## src/rtl/id_stage_pipe.sv

```systemverilog
// id_stage_pipe: RV32 decode stage with handshake, load-use stall,
// write-back bypass, in-ID jump resolution and ID/EX pipeline register.
//
// Ports:
//   clk, reset            clock, synchronous active-high reset
//   in_valid / in_ready   IF/ID handshake (pipe_pc, pipe_pc4, pipe_data)
//   flush                 kills the ID/EX entry and the current input
//   ex_ready              EX consumes the ID/EX entry this cycle
//   op_write/write_*      write-back port, bypassed into operand reads
//   write_pc_reg_*        regfile write pass-through (x0 writes masked)
//   load_pc_reg_*         regfile read addresses / same-cycle read data
//   control_j / pc_j      registered redirect pulse and jump target
//   out_valid ... illegal ID/EX pipeline register contents
module id_stage_pipe #(
    parameter int unsigned     XLEN      = 32,
    parameter int unsigned     RA_W      = 5,
    parameter logic [XLEN-1:0] RESET_PC4 = '0
) (
    input  logic            clk,
    input  logic            reset,
    input  logic            in_valid,
    output logic            in_ready,
    input  logic [XLEN-1:0] pipe_pc,
    input  logic [XLEN-1:0] pipe_pc4,
    input  logic [31:0]     pipe_data,
    input  logic            flush,
    input  logic            ex_ready,
    input  logic            op_write,
    input  logic [RA_W-1:0] write_addr,
    input  logic [XLEN-1:0] write_data,
    output logic            write_pc_reg_we,
    output logic [RA_W-1:0] write_pc_reg_addr,
    output logic [XLEN-1:0] write_pc_reg_value,
    output logic [RA_W-1:0] load_pc_reg_addr1,
    output logic [RA_W-1:0] load_pc_reg_addr2,
    input  logic [XLEN-1:0] load_pc_reg_value1,
    input  logic [XLEN-1:0] load_pc_reg_value2,
    output logic            control_j,
    output logic [XLEN-1:0] pc_j,
    output logic            out_valid,
    output logic [8:0]      ctrl_ex,
    output logic            branch_ex,
    output logic [XLEN-1:0] pc_ex,
    output logic [XLEN-1:0] pc4_ex,
    output logic [XLEN-1:0] r_data1,
    output logic [XLEN-1:0] r_data2,
    output logic [XLEN-1:0] extended,
    output logic [RA_W-1:0] rd_ex,
    output logic            illegal
);

    typedef enum logic {RUN, DROP} state_e;

    localparam logic [6:0] OP_R    = 7'h33;
    localparam logic [6:0] OP_I    = 7'h13;
    localparam logic [6:0] OP_LD   = 7'h03;
    localparam logic [6:0] OP_SD   = 7'h23;
    localparam logic [6:0] OP_BR   = 7'h63;
    localparam logic [6:0] OP_JAL  = 7'h6F;
    localparam logic [6:0] OP_JALR = 7'h67;

    state_e          state_q;
    logic            out_valid_q;
    logic [8:0]      ctrl_q;
    logic            branch_q;
    logic [XLEN-1:0] pc_q;
    logic [XLEN-1:0] pc4_q;
    logic [XLEN-1:0] r1_q;
    logic [XLEN-1:0] r2_q;
    logic [XLEN-1:0] ext_q;
    logic [RA_W-1:0] rd_q;
    logic            illegal_q;
    logic            control_j_q;
    logic [XLEN-1:0] pc_j_q;

    logic [6:0]      opcode;
    logic [2:0]      funct3;
    logic [RA_W-1:0] rs1;
    logic [RA_W-1:0] rs2;
    logic [RA_W-1:0] rd;
    logic [XLEN-1:0] imm_i;
    logic [XLEN-1:0] imm_s;
    logic [XLEN-1:0] imm_b;
    logic [XLEN-1:0] imm_j;

    assign opcode = pipe_data[6:0];
    assign funct3 = pipe_data[14:12];
    assign rs1    = RA_W'(pipe_data[19:15]);
    assign rs2    = RA_W'(pipe_data[24:20]);
    assign rd     = RA_W'(pipe_data[11:7]);

    assign imm_i = {{(XLEN-12){pipe_data[31]}}, pipe_data[31:20]};
    assign imm_s = {{(XLEN-12){pipe_data[31]}},
                    pipe_data[31:25], pipe_data[11:7]};
    assign imm_b = {{(XLEN-13){pipe_data[31]}}, pipe_data[31],
                    pipe_data[7], pipe_data[30:25],
                    pipe_data[11:8], 1'b0};
    assign imm_j = {{(XLEN-21){pipe_data[31]}}, pipe_data[31],
                    pipe_data[19:12], pipe_data[20],
                    pipe_data[30:21], 1'b0};

    // Register file write pass-through; x0 is never written.
    assign write_pc_reg_we    = op_write & (write_addr != '0);
    assign write_pc_reg_addr  = write_addr;
    assign write_pc_reg_value = write_data;

    assign load_pc_reg_addr1 = rs1;
    assign load_pc_reg_addr2 = rs2;

    // Operand read with write-back bypass; x0 always reads 0.
    logic [XLEN-1:0] op1;
    logic [XLEN-1:0] op2;

    always_comb begin
        op1 = load_pc_reg_value1;
        if (rs1 == '0) begin
            op1 = '0;
        end else if (op_write && write_addr == rs1) begin
            op1 = write_data;
        end
    end

    always_comb begin
        op2 = load_pc_reg_value2;
        if (rs2 == '0) begin
            op2 = '0;
        end else if (op_write && write_addr == rs2) begin
            op2 = write_data;
        end
    end

    // Decoder
    logic            is_r;
    logic            is_i;
    logic            is_ld;
    logic            is_sd;
    logic            is_br;
    logic            is_jal;
    logic            is_jalr;
    logic [8:0]      dec_ctrl;
    logic            dec_br;
    logic            dec_ill;
    logic [XLEN-1:0] dec_imm;
    logic [RA_W-1:0] dec_rd;
    logic            uses_rs2;
    logic [2:0]      alu_r;

    assign is_r    = (opcode == OP_R);
    assign is_i    = (opcode == OP_I);
    assign is_ld   = (opcode == OP_LD);
    assign is_sd   = (opcode == OP_SD);
    assign is_br   = (opcode == OP_BR);
    assign is_jal  = (opcode == OP_JAL);
    assign is_jalr = (opcode == OP_JALR);

    always_comb begin
        alu_r = 3'b000;
        case (funct3)
            3'b000:  alu_r = pipe_data[30] ? 3'b001 : 3'b000;
            3'b001:  alu_r = 3'b100;
            3'b010:  alu_r = 3'b101;
            3'b110:  alu_r = 3'b011;
            3'b111:  alu_r = 3'b010;
            default: alu_r = 3'b000;
        endcase
    end

    always_comb begin
        dec_ctrl = '0;
        dec_br   = 1'b0;
        dec_ill  = 1'b0;
        dec_imm  = '0;
        dec_rd   = rd;
        uses_rs2 = 1'b0;
        unique case (1'b1)
            is_r: begin
                dec_ctrl = {3'b100, 2'b00, alu_r, 1'b0};
                uses_rs2 = 1'b1;
            end
            is_i: begin
                dec_ctrl = 9'b100_00_0001;
                dec_imm  = imm_i;
            end
            is_ld: begin
                dec_ctrl = 9'b101_10_0001;
                dec_imm  = imm_i;
            end
            is_sd: begin
                dec_ctrl = 9'b000_01_0001;
                dec_imm  = imm_s;
                dec_rd   = '0;
                uses_rs2 = 1'b1;
            end
            is_br: begin
                dec_br   = 1'b1;
                dec_imm  = imm_b;
                dec_rd   = '0;
                uses_rs2 = 1'b1;
            end
            is_jal: begin
                dec_ctrl = 9'b110_00_0000;
                dec_imm  = imm_j;
            end
            is_jalr: begin
                dec_ctrl = 9'b110_00_0000;
                dec_imm  = imm_i;
            end
            default: begin
                dec_ill = 1'b1;
                dec_rd  = '0;
            end
        endcase
    end

    // JALR uses the bypassed rs1; bit 0 of the target is cleared.
    logic [XLEN-1:0] jalr_sum;
    logic [XLEN-1:0] jump_tgt;

    assign jalr_sum = op1 + imm_i;
    assign jump_tgt = is_jalr ? {jalr_sum[XLEN-1:1], 1'b0}
                              : pipe_pc + imm_j;

    // A load in ID/EX whose result is needed now holds the input.
    logic load_use;
    logic accept;

    assign load_use = out_valid_q & ctrl_q[5] & (rd_q != '0) &
                      ((rd_q == rs1) | ((rd_q == rs2) & uses_rs2));
    assign in_ready = ~reset & ~load_use & (~out_valid_q | ex_ready);
    assign accept   = in_valid & in_ready;

    always_ff @(posedge clk) begin
        if (reset) begin
            state_q     <= RUN;
            out_valid_q <= 1'b0;
            ctrl_q      <= '0;
            branch_q    <= 1'b0;
            pc_q        <= '0;
            pc4_q       <= RESET_PC4;
            r1_q        <= '0;
            r2_q        <= '0;
            ext_q       <= '0;
            rd_q        <= '0;
            illegal_q   <= 1'b0;
            control_j_q <= 1'b0;
            pc_j_q      <= '0;
        end else begin
            control_j_q <= 1'b0;
            if (flush) begin
                out_valid_q <= 1'b0;
                state_q     <= RUN;
            end else if (accept && state_q == RUN) begin
                out_valid_q <= 1'b1;
                ctrl_q      <= dec_ctrl;
                branch_q    <= dec_br;
                pc_q        <= pipe_pc;
                pc4_q       <= pipe_pc4;
                r1_q        <= op1;
                r2_q        <= op2;
                ext_q       <= dec_imm;
                rd_q        <= dec_rd;
                illegal_q   <= dec_ill;
                if (is_jal || is_jalr) begin
                    control_j_q <= 1'b1;
                    pc_j_q      <= jump_tgt;
                    state_q     <= DROP;
                end
            end else if (accept) begin
                // Wrong-path slot after a jump: consume, do not load.
                state_q <= RUN;
                if (ex_ready) begin
                    out_valid_q <= 1'b0;
                end
            end else if (ex_ready) begin
                out_valid_q <= 1'b0;
            end
        end
    end

    assign out_valid = out_valid_q;
    assign ctrl_ex   = ctrl_q;
    assign branch_ex = branch_q;
    assign pc_ex     = pc_q;
    assign pc4_ex    = pc4_q;
    assign r_data1   = r1_q;
    assign r_data2   = r2_q;
    assign extended  = ext_q;
    assign rd_ex     = rd_q;
    assign illegal   = illegal_q;
    assign control_j = control_j_q;
    assign pc_j      = pc_j_q;

endmodule

```

## config.mk

```make
export PLATFORM = sky130hd
export DESIGN_NAME = id_stage_pipe
export DESIGN_NICKNAME = d
export VERILOG_FILES = /design/src/rtl/id_stage_pipe.sv
export SDC_FILE = /design/constraint.sdc
export NUM_CORES = 1
export LEC_CHECK = 0
export BUFFER_PORTS_ARGS = -buffer_cell sky130_fd_sc_hd__buf_2
export CAP_MARGIN = 25
export CORE_AREA = 2 2 177 179
export CTS_CLUSTER_DIAMETER = 150
export CTS_CLUSTER_SIZE = 40
export DETAILED_ROUTE_END_ITERATION = 7
export DIE_AREA = 0 0 179 181
export GPL_ROUTABILITY_DRIVEN = 0
export PLACE_DENSITY = 0.66
export SLEW_MARGIN = 20
export SYNTH_ARGS = -nofsm -noshare
export SYNTH_HDL_FRONTEND = slang
export SYNTH_SLANG_ARGS = --single-unit
```

## constraint.sdc

```tcl
create_clock -name clk -period 10.38 [get_ports clk]
set_input_delay 0.519 -clock clk [delete_from_list [all_inputs] [get_ports clk]]
set_output_delay 0.519 -clock clk [all_outputs]
set_load 0.05 [all_outputs]
```

==> results.cfg <==
[logic_synthesis]
synth_fp_nets = 1882
yosysSeqAreaShare_pct = 32.8
netlist_instances = 1617
syn_area_um2 = 12100
yosys_register_bits = 199
synthArstFlopShare_pct = 0
synthMuxAreaShare_pct = 3.21
synth.avg_cell_area_um2 = 7.51
yosys.area_share.xor_xnor_pct = 4.54
yosys_warnings = 0
synth_top_family_by_area = compound AO/OA/AOI/OAI gates
synth_ff_type = dfxtp_1
synth_edf_count = 0
yosysUniqueCellTypes = 70
synth_compound_area_share_pct = 22.9
yosys.area_share.simple_pct = 22.2
synthAdderAreaFrac_pct = 6.51

[die]
initial_core_util_pct = 40.0
dieHeight_um = 181
core_area_um2 = 30300
die_area_um2 = 32400
row_count = 64
die-width_um = 179
ios = 462

[placement]
dp_hpwl_um = 34100
portBuffers = 461
dpl_cell_area_um2 = 14200

[cts]
htree_levels = 4
cts_resized = 0
clock_latency_ps = 460
cts_tree = built
cts_setup_buffers = 0
clkSlewWorstSetupHoldPaths_ps = 80
cts_buffers = 17
cts.sinks = 199
hold_buffers = 0
cts_root_buf = clkbuf_16
cts.path.max_buffers = 2

[job]
maxCapViolCount = 0

[hold_path]
whs_path_depth = 3
worstHoldPathType = input pin to flip-flop

[layout]
seq_area_um2 = 3980
fillers = 3089
num-nets-final = 2220
area_growth_syn_to_layout_pct = 22.2
final_cell_mix = buf_2, nand2_1, a21oi_1
layout-drive-gt1-share_pct = 27.0
multi_input_area_um2 = 7230
final_cell_area_um2 = 14800
layout_commonest_cell = buf_2

[timing]
max_freq_mhz = 237
worst_slew_pin_slew_ps = 1020
finClkSkew_ps = 8.89
timing.final.crit_share_pct = 40.7
final.setup.tns_ps = 0
period_needed_ps = 4230
drv_slew = 0
rsz0062_at_grt = false
setup_viol = 0
hold_viol = 0
slew_headroom_pct = 32.2

[critical_path]
critPathKind = input pin to flip-flop
rrSetupSlack_ps = 7100
critPathRequiredTime_ps = 10690
cp-end-kind = flip-flop
reg2reg_depth = 11
start_kind = input pin
worst_ep_arrival_time_ps = 4530
worstPathMaxFanout = 11

[global_routing]
grt_max_degree = 129
grt_use_total_pct = 26.6
grt_pass1_wl_um = 66600
grt_pass1_vias = 11800
antenna_found_initial = 4
grt_overflow = 0

[detailed_routing]
wl_met1_um = 19300
drc_errors = 0
wl_met2_um = 20500
wl_met3_um = 3400
drt_iter0_drc = 716
num_vias = 12900
wl_per_cell_um = 18.8
via_per_inst = 5.43
routed_wl_um = 44400
first_pass_iters = 5
ant_nets = 0
highest_layer = met5

[power]
powerDensity_nw_per_um2 = 137
ir_drop_v = 0.000149
seqPwrFrac_pct = 38.9
power.internal_mw = 1.33
p_switching_mw = 0.712
p_leak_nw = 6.75
clock_power_share_pct = 34.1
swShare_pct = 34.9
p_comb_share_pct = 27.0

[outcome]
status = complete, no violations
==> routing by layer <==
layer  up-vias  global-route usage (%)
li1       6293                       -
met1      5981                    34.2
met2       502                    42.8
met3        73                    7.09
met4         4                    9.30
met5         -                       0
==> power groups by stage <==
stage          Clock, mW  Combinational [mW]  Sequential, mW
2_1_floorplan          0               0.318           0.883
3_3_place_gp           0               0.537           0.811
3_5_place_dp           0               0.543           0.812
4_1_cts            0.708               0.546           0.794
5_1_grt            0.739               0.596           0.797
6_report           0.695               0.550           0.794
==> per-stage QoR <==
step | util [%] | std cells | setup slack, ps | total power, mW | hold WS [ps]
2_1_floorplan | - | 1617 | 6370 | 1.20 | 533
3_3_place_gp | 46.9 | 2331 | 5360 | 1.35 | 436
3_5_place_dp | 46.9 | 2332 | 5770 | 1.36 | 441
4_1_cts | 48.9 | 2364 | 6240 | 2.05 | 270
5_1_grt | 48.9 | 2366 | 5860 | 2.13 | 275
6_report | 48.9 | 2366 | 6150 | 2.04 | 283
==> flip-flops by register name, indices dropped and copies added, names as in the netlist <==
| signal | cells |
|---|---|
| out_valid | 1 |
| branch_ex | 1 |
| r_data1 | 32 |
| r_data2 | 32 |
| ctrl_ex | 8 |
| rd_ex | 5 |
| extended | 21 |
| illegal | 1 |
| pc_ex | 32 |
| pc_j | 32 |
| state_q | 1 |
| pc4_ex | 32 |
| control_j | 1 |
==> cell usage after synthesis (11+ instances only) <==
library cell  instances  share of area [%]
o211ai_1             13               0.80
inv_1                28               0.87
buf_4                59                3.6
nor3_1               63                2.6
a31oi_1              11               0.57
xnor2_1              37                2.7
xor2_1               26                1.9
nand4_1              12               0.62
o21ai_0              35                1.4
o21bai_1             13               0.80
a21oi_1             249                 10
a21o_1               41                2.5
buf_2                30                1.2
ha_1                 60                6.2
nand2_1             342                 11
a211oi_1             27                1.7
clkbuf_1             64                2.0
mux2i_1              39                3.2
nand3_1              23               0.95
o21a_1               12               0.74
nor2_1              105                3.2
dfxtp_1             199                 33
==> critical path, cell delays in order <==
cell	delay, ps
buf_2	290
xnor2_1	150
and4_1	250
nand2_1	350
mux2i_1	370
nor3_1	100
fa_1	410
a21o_1	170
a21oi_1	260
o211a_1	250
o31a_1	280
nor4_1	100
o311ai_1	460
nor2b_1	220
xnor2_1	70
a211oi_1	230
nor3_1	60
==> final timing paths <==
path | from | to
worst max-delay path | pipe_data[17] | pc_j[22]$_SDFFE_PP0P_
worst min-delay path | pipe_pc4[28] | pc4_ex[28]$_SDFFE_PP0P_
worst max register to register | rd_ex[2]$_SDFFE_PP0P_ | r_data2[25]$_SDFFE_PP0P_
worst min register to register | illegal$_SDFFE_PP0P_ | illegal$_SDFFE_PP0P_
==> kinds of logic after synthesis <==
logic type / count (synthesis)
AOI/OAI and AO/OA: 457
xor gates and xnor gates: 63
adders and majority gates: 62
buffers and inverters: 185
DFF: 199
muxes: 39
and+or+nand+nor: 612
==> area by class of cell <==
cell class                 count  share of cell area [%]
antenna                        2                  0.0337
clock buffer                  20                    2.94
clock inverter                12                    1.07
inverter                      28                   0.708
multi-input combinational   1233                    48.7
sequential                   199                    26.8
tap                          396                    3.34
timing repair buffer         476                    16.4
No activity file was read; power rests on OpenSTA's default activity.
